File: config.mk
export PLATFORM = sky130hd
export DESIGN_NAME = instr_fetch_unit
export DESIGN_NICKNAME = d
export VERILOG_FILES = /design/src/rtl/cpu_pkg.sv /design/src/rtl/pc_next_mux.sv /design/src/rtl/instr_fetch_unit.sv
export SDC_FILE = /design/constraint.sdc
export NUM_CORES = 1
export LEC_CHECK = 0
export ABC_AREA = 0
export BUFFER_PORTS_ARGS = -buffer_cell sky130_fd_sc_hd__buf_2
export CORE_ASPECT_RATIO = 0.75
export CORE_MARGIN = 1
export CORE_UTILIZATION = 40
export DETAILED_ROUTE_END_ITERATION = 6
export PLACE_DENSITY = 0.79
export SLEW_MARGIN = 15
export SYNTH_ARGS = -nofsm -noshare
export SYNTH_HDL_FRONTEND = slang
export SYNTH_HIERARCHICAL = 1
export SYNTH_SLANG_ARGS = --single-unit
File: constraint.sdc
create_clock -name clk -period 4.1 [get_ports clk]
set_input_delay 0.41 -clock clk [delete_from_list [all_inputs] [get_ports clk]]
set_output_delay 0.41 -clock clk [all_outputs]
set_load 0.1 [all_outputs]
File: src/rtl/cpu_pkg.sv
// rtl/cpu_pkg.sv - shared opcode, PC-source and fetch-state definitions for the 16-bit CPU
package cpu_pkg;

    // Opcodes occupy instr[15:12].
    localparam logic [3:0] OP_JAL  = 4'h0;
    localparam logic [3:0] OP_JALR = 4'h1;
    localparam logic [3:0] OP_BEQ  = 4'h2;
    localparam logic [3:0] OP_BNE  = 4'h3;
    localparam logic [3:0] OP_LW   = 4'h4;
    localparam logic [3:0] OP_SW   = 4'h5;
    localparam logic [3:0] OP_ADD  = 4'h6;
    localparam logic [3:0] OP_SUB  = 4'h7;
    localparam logic [3:0] OP_AND  = 4'h8;
    localparam logic [3:0] OP_OR   = 4'h9;
    localparam logic [3:0] OP_XOR  = 4'hA;
    localparam logic [3:0] OP_SLT  = 4'hB;
    localparam logic [3:0] OP_ADDI = 4'hC;
    localparam logic [3:0] OP_LUI  = 4'hD;
    localparam logic [3:0] OP_ANDI = 4'hE;
    localparam logic [3:0] OP_ORI  = 4'hF;

    // Next-PC source selection from the control unit; encoding 3 is reserved
    // and behaves as sequential.
    localparam logic [1:0] PCSRC_SEQ = 2'd0;
    localparam logic [1:0] PCSRC_REL = 2'd1;
    localparam logic [1:0] PCSRC_REG = 2'd2;

    typedef enum logic [1:0] {
        IDLE = 2'd0,
        REQ  = 2'd1,
        HOLD = 2'd2
    } fetch_state_e;

endpackage

File: src/rtl/pc_next_mux.sv
// rtl/pc_next_mux.sv - combinational next-PC selection (PC+2, PC+imm, rs1+imm)
//
// Ports:
//   pc       in   current program counter
//   imm      in   sign-extended offset / immediate
//   rs1_val  in   register base for jalr
//   pcsrc    in   source select (cpu_pkg PCSRC_*; 3 treated as sequential)
//   next_pc  out  selected target, modulo 2^ADDR_W, alignment not applied
module pc_next_mux
    import cpu_pkg::*;
#(
    parameter int ADDR_W = 16
) (
    input  logic [ADDR_W-1:0] pc,
    input  logic [ADDR_W-1:0] imm,
    input  logic [ADDR_W-1:0] rs1_val,
    input  logic [1:0]        pcsrc,
    output logic [ADDR_W-1:0] next_pc
);

    always_comb begin
        next_pc = pc + ADDR_W'(2);
        case (pcsrc)
            PCSRC_REL: next_pc = pc + imm;
            PCSRC_REG: next_pc = rs1_val + imm;
            default:   next_pc = pc + ADDR_W'(2);
        endcase
    end

endmodule

File: src/rtl/instr_fetch_unit.sv
// rtl/instr_fetch_unit.sv - fetch stage: owns PC and IR, req/ack instruction memory handshake
//
// Build option: define IFU_MISALIGN_TRAP_EN to add the sticky misalign_err
// output; otherwise odd targets are silently aligned.
//
// Ports:
//   clk, rst              clock, synchronous active-high reset
//   imem_req/imem_addr    fetch request and byte address (= pc)
//   imem_ack/imem_rdata   memory response, data valid with ack
//   instr/op/instr_valid  IR, its opcode field, IR-not-yet-accepted flag
//   instr_ready           execute accepts IR; pcsrc/imm/rs1_val valid with it
//   pc/pc_plus2           address of IR and its link value
//   misalign_err          (optional) sticky odd-target flag
module instr_fetch_unit
    import cpu_pkg::*;
#(
    parameter int              ADDR_W   = 16,
    parameter int              INSTR_W  = 16,
    parameter logic [ADDR_W-1:0] RESET_PC = '0
) (
    input  logic               clk,
    input  logic               rst,
    output logic               imem_req,
    output logic [ADDR_W-1:0]  imem_addr,
    input  logic               imem_ack,
    input  logic [INSTR_W-1:0] imem_rdata,
    output logic [INSTR_W-1:0] instr,
    output logic [3:0]         op,
    output logic               instr_valid,
    input  logic               instr_ready,
    input  logic [1:0]         pcsrc,
    input  logic [ADDR_W-1:0]  imm,
    input  logic [ADDR_W-1:0]  rs1_val,
    output logic [ADDR_W-1:0]  pc,
    output logic [ADDR_W-1:0]  pc_plus2
`ifdef IFU_MISALIGN_TRAP_EN
    ,
    output logic               misalign_err
`endif
);

    // Clears bit 0 of a target address; instructions are halfword aligned.
    localparam logic [ADDR_W-1:0] ALIGN_MASK = ~{{(ADDR_W-1){1'b0}}, 1'b1};

    fetch_state_e        state_q, state_d;
    logic [ADDR_W-1:0]   pc_q, pc_d;
    logic [INSTR_W-1:0]  ir_q, ir_d;
    logic [ADDR_W-1:0]   next_pc;
    logic [ADDR_W-1:0]   next_pc_aligned;

    pc_next_mux #(
        .ADDR_W (ADDR_W)
    ) u_pc_next_mux (
        .pc      (pc_q),
        .imm     (imm),
        .rs1_val (rs1_val),
        .pcsrc   (pcsrc),
        .next_pc (next_pc)
    );

    assign next_pc_aligned = next_pc & ALIGN_MASK;

`ifdef IFU_MISALIGN_TRAP_EN
    logic misalign_q, misalign_d;
`endif

    always_comb begin
        state_d = state_q;
        pc_d    = pc_q;
        ir_d    = ir_q;
`ifdef IFU_MISALIGN_TRAP_EN
        misalign_d = misalign_q;
`endif
        case (state_q)
            IDLE: state_d = REQ;
            REQ: begin
                if (imem_ack) begin
                    ir_d    = imem_rdata;
                    state_d = HOLD;
                end
            end
            HOLD: begin
                if (instr_ready) begin
                    pc_d    = next_pc_aligned;
                    state_d = REQ;
`ifdef IFU_MISALIGN_TRAP_EN
                    if (next_pc[0]) begin
                        misalign_d = 1'b1;
                    end
`endif
                end
            end
            default: state_d = IDLE;
        endcase
    end

    always_ff @(posedge clk) begin
        if (rst) begin
            state_q <= IDLE;
            pc_q    <= RESET_PC;
            ir_q    <= '0;
`ifdef IFU_MISALIGN_TRAP_EN
            misalign_q <= 1'b0;
`endif
        end else begin
            state_q <= state_d;
            pc_q    <= pc_d;
            ir_q    <= ir_d;
`ifdef IFU_MISALIGN_TRAP_EN
            misalign_q <= misalign_d;
`endif
        end
    end

    // Request and valid are pure state decodes, so both are low out of reset
    // and drop on the same edge that leaves REQ / HOLD.
    assign imem_req    = (state_q == REQ);
    assign imem_addr   = pc_q;
    assign instr       = ir_q;
    assign op          = ir_q[INSTR_W-1 -: 4];
    assign instr_valid = (state_q == HOLD);
    assign pc          = pc_q;
    assign pc_plus2    = pc_q + ADDR_W'(2);
`ifdef IFU_MISALIGN_TRAP_EN
    assign misalign_err = misalign_q;
`endif

endmodule

# Yosys cells after proc, flatten, opt, wreduce, memory -nomap -nowiden
# Index checks and enable logic that the tools add are counted.
[totals]
regBits = 33
inputBits = 54
out_inout_bits = 70
elab_cells = 20
[classes]
n_addsub = 3
eq_ne = 6
muxes = 4
n_reduce_logical = 4
[ops]
columns = ["cell", "count"]
rows = [
  ["16-bit adder", 2],
  ["16-bit one-hot mux with 2 select lines", 1],
  ["16-bit by 2-bit adder with 16-bit output (second input constant)", 1],
  ["2-bit one-hot mux with 3 select lines", 1],
  ["2-bit AND reduction", 3],
  ["2-bit by 1-bit equality test with 1-bit output (second input constant)", 2],
  ["2-bit equality test (second input constant)", 2],
  ["2-bit two-way mux", 2],
  ["2-bit by 1-bit inequality test with 1-bit output (second input constant)", 2],
  ["2-bit zero test", 1],
]

# Longest topological paths before layout
[depth]
word_depth = 3
mapped_depth = 15

# By module
# The synthesis kept the hierarchy.
[modules_own_cells]
columns = ["module", "instances", "cells_each", "area_per_inst_um2", "seq_area_each_um2"]
rows = [
  ["instr_fetch_unit", 1, 209, 1627.8, 660.6],
  ["pc_next_mux", 1, 176, 1322.5, 0.0],
]

# Worst setup path after synthesis
# No wires, ideal clock.
[synth_path]
kind = "flip-flop to output port"
startpoint = "register pc_q[1] (netlist: imem_addr[1])"
endpoint = "output pc_plus2[15]"
arrival_time_ps = 3411
t_required_ps = 3690
setup_slack_ps = 279
stages_incl_launch_ff = 5
path_cell_list = "dfxtp_1 > ha_1 > nand3_2 > nor4_2 > xor2_1"
[synth_between]
elab_chain_cells = 1
[synth_rtl]
columns = ["element", "line_no", "text"]
rows = [
  ["start, declared", "instr_fetch_unit.sv:46", "logic [ADDR_W-1:0] pc_q, pc_d;"],
  ["start signal, assigned", "instr_fetch_unit.sv:107", "pc_q <= pc_d;"],
  ["16-bit by 2-bit adder with 16-bit output", "instr_fetch_unit.sv:123", "assign pc_plus2 = pc_q + ADDR_W'(2);"],
  ["end, declared", "instr_fetch_unit.sv:35", "output logic [ADDR_W-1:0] pc_plus2"],
]
# No other way between the ends.

# Final worst setup path
[layout_path]
startpoint = "input pcsrc[0]"
endpoint = "register pc_q[10] (netlist: imem_addr[10])"
[layout_between]
elab_chain_cells = 2
elab_cells_between_ends = 3
[layout_rtl]
columns = ["element", "line_no", "text"]
rows = [
  ["start, declared", "instr_fetch_unit.sv:31", "input logic [1:0] pcsrc,"],
  ["2-bit equality test or 2-bit by 1-bit equality test with 1-bit output (tied branches)", "pc_next_mux.sv:23", "case (pcsrc)"],
  ["16-bit one-hot mux with 2 select lines (*)", "pc_next_mux.sv:23", ""],
  ["named net next_pc[10]", "instr_fetch_unit.sv:48", "logic [ADDR_W-1:0] next_pc;"],
]
# The timed path passes the listed nets; every way through them passes the cells marked *.
# A chain may end at the register's enable or synchronous reset.

==> metrics.txt <==
result of the run=finished clean; CTS clk-pin slew, worst paths=about 0.07 ns; Post-CTS Setup Inserts=0; Remaining Overflow, GRT=0; Setup crit start kind=input pin; setup violation total in the final timing report=0; drt wl/cell=13.5 um; total via count in the routed design=about 3000; leakage power=0.00178 uW; CTS tree=yes; synthesized area per cell=7.65 um2; number of instances resized during post-cts repair=0; maximum fanout count along the critical path=17; Period Utilization, post-route=around 80%; final total power=~1000 uW; power per unit of standard cell area=approximately 280 mW/mm2; antenna-violating nets left=0; largest net degree at the start of global routing=34; Max IR drop VDD=~0.00016 V; drt first-iter violations=roughly 110; Die X=~100 um; combined global-route utilization of all metal layers=20.3%; mapped cell area=between 0.002 and 0.003 mm2; via count of the first global-routing pass=between 2000 and 3000; number of nets in the finished design=roughly 550; total core area=between 0.006 and 0.007 mm2; estimated wirelength of the detail-placed design=6030 um; number of buffers created by CTS=5; DR vias/cell=5.22; fraction of final layout cells sized beyond drive strength 1=between 30% and 40%; signed area change from the synthesized netlist to the final layout=21.3%; TNS Setup=0 ns; Vert. Die Dim=~76 um; final routed wirelength across all metal layers=roughly 7800 um; clk sinks=33; first-pass GRT wire length=approximately 13000 um; library cell used as clock root buffer=clkbuf_8; level count of the clock H-tree=2; DIE AREA=a little under 0.008 mm2; Slew Limit Fails=0; crit end category=register; final routed DRC violation total=0; arrival time reported for the critical path endpoint=~3.6 ns; maximum buffer depth of the clock tree=2; count of buffers inserted at the top-level ports=between 100 and 150; total count of hold-check failures in the final report=0; Starting Density=a little over two fifths; count of hold-fix buffers inserted at cts=0; clock latency on the worst-skew pair=~0.28 ns; unrepaired setup endpoints after global routing=no; number of rows in the core area=26; number of antenna repair diodes=0; # fillers=714; Data required, critical path=around 4.3 ns; utilization of the core after routing=between 50% and 60%; slew at the pin with the worst max-slew slack=between 0.9 and 1 ns; warning count from the yosys run=6; antenna violations before repair=0; boundary pin count=124; routability congestion estimate=around 0.8; worst min-delay path class=in -> reg; time the worst path needs with I/O delays and setup=3.37 ns; number of instances in the synthesized netlist=approximately 380; First-pass DRT Iterations=4; critical setup path kind=in -> reg; setup skew after layout=0.00729 ns; maxcap violations=0; max-slew headroom at the worst pin=between 30 and 40%; highest achievable clock rate=0.296 GHz
## power breakdown
| group | switching, uW | internal (uW) |
|---|---|---|
| clock | 117 | 198 |
| combinational | 244 | 96.9 |
| sequential | 11.7 | 332 |
## metrics by stage
stage / hold WS [ns] / setup slack [ns] / cells / cell area (um2)
2_1_floorplan: 0.544 / 0.279 / 387 / 2950
3_3_place_gp: 0.438 / 0.555 / 569 / 3450
3_5_place_dp: 0.445 / 0.452 / 569 / 3450
4_1_cts: 0.353 / 0.735 / 577 / 3570
5_1_grt: 0.359 / 0.470 / 577 / 3570
6_report: 0.360 / 0.725 / 577 / 3570
## cells in the final DEF (no fill, tap or decap), types with 2 or more instances in the layout
| cell | instances |
|---|---|
| a21oi_1 | 43 |
| nand3_1 | 10 |
| mux2_2 | 14 |
| o31ai_1 | 3 |
| nor2_1 | 14 |
| o21ai_0 | 15 |
| clkbuf_8 | 6 |
| o21a_1 | 2 |
| xor2_1 | 20 |
| and3b_1 | 2 |
| buf_2 | 120 |
| nor3_1 | 5 |
| conb_1 | 4 |
| nand4_1 | 4 |
| a31oi_1 | 2 |
| mux2i_1 | 2 |
| dfxtp_1 | 33 |
| nand3b_1 | 4 |
| a211oi_1 | 2 |
| ha_1 | 20 |
| a21o_1 | 8 |
| xnor2_1 | 13 |
| nor4_2 | 3 |
| inv_1 | 10 |
| nor2b_1 | 4 |
| nand2_1 | 81 |
| nand2b_1 | 3 |
| o211ai_1 | 4 |
| and3_1 | 4 |
## metal layers
metal,wire [um],GRT usage (%),share of wire [%],vias to the layer above
met5,0,0,0,-
met4,69,4.49,0.89,0
met3,444,3.30,5.7,8
met2,3690,35.0,47,123
met1,3570,26.5,46,1384
li1,-,-,-,1495
## state kept, by name, summed over array words and instances, names as in the netlist
| name | flops |
|---|---|
| instr | 16 |
| imem_addr | 15 |
| state_q | 2 |
## worst paths after layout
check                                   start            end  slack [ns]  depth (start not counted)
worst max-delay path                 pcsrc[0]  imem_addr[10]        0.73                         13
worst min-delay path            imem_rdata[8]       instr[8]        0.36                          3
worst max register to register   imem_addr[5]  imem_addr[13]        1.32                         11
worst min register to register       instr[1]       instr[1]        0.45                          2
## critical path, cell delays in order
cell and delay, ns:
buf_2 0.09, inv_1 0.05, ha_1 0.66, mux2_2 0.44
fa_1 0.43, a21o_1 0.18, a21oi_1 0.26, o211ai_1 0.25
a41o_1 0.31, xnor2_1 0.13, o21ai_0 0.15, nand2_1 0.07
a21oi_1 0.14
## area by class of cell
| class | count | area [um2] | share of cell area (%) |
|---|---|---|---|
| Clock buffer | 7 | 86.3 | 2.42 |
| Timing Repair Buffer | 121 | 608 | 17.1 |
| Clock inverter | 1 | 30.0 | 0.842 |
| Inverter | 10 | 37.5 | 1.05 |
| Multi-Input combinational cell | 307 | 2020 | 56.7 |
| Sequential cell | 33 | 661 | 18.5 |
| Tap cell | 98 | 123 | 3.44 |
Note: power is estimated with default switching activity, not from simulation.
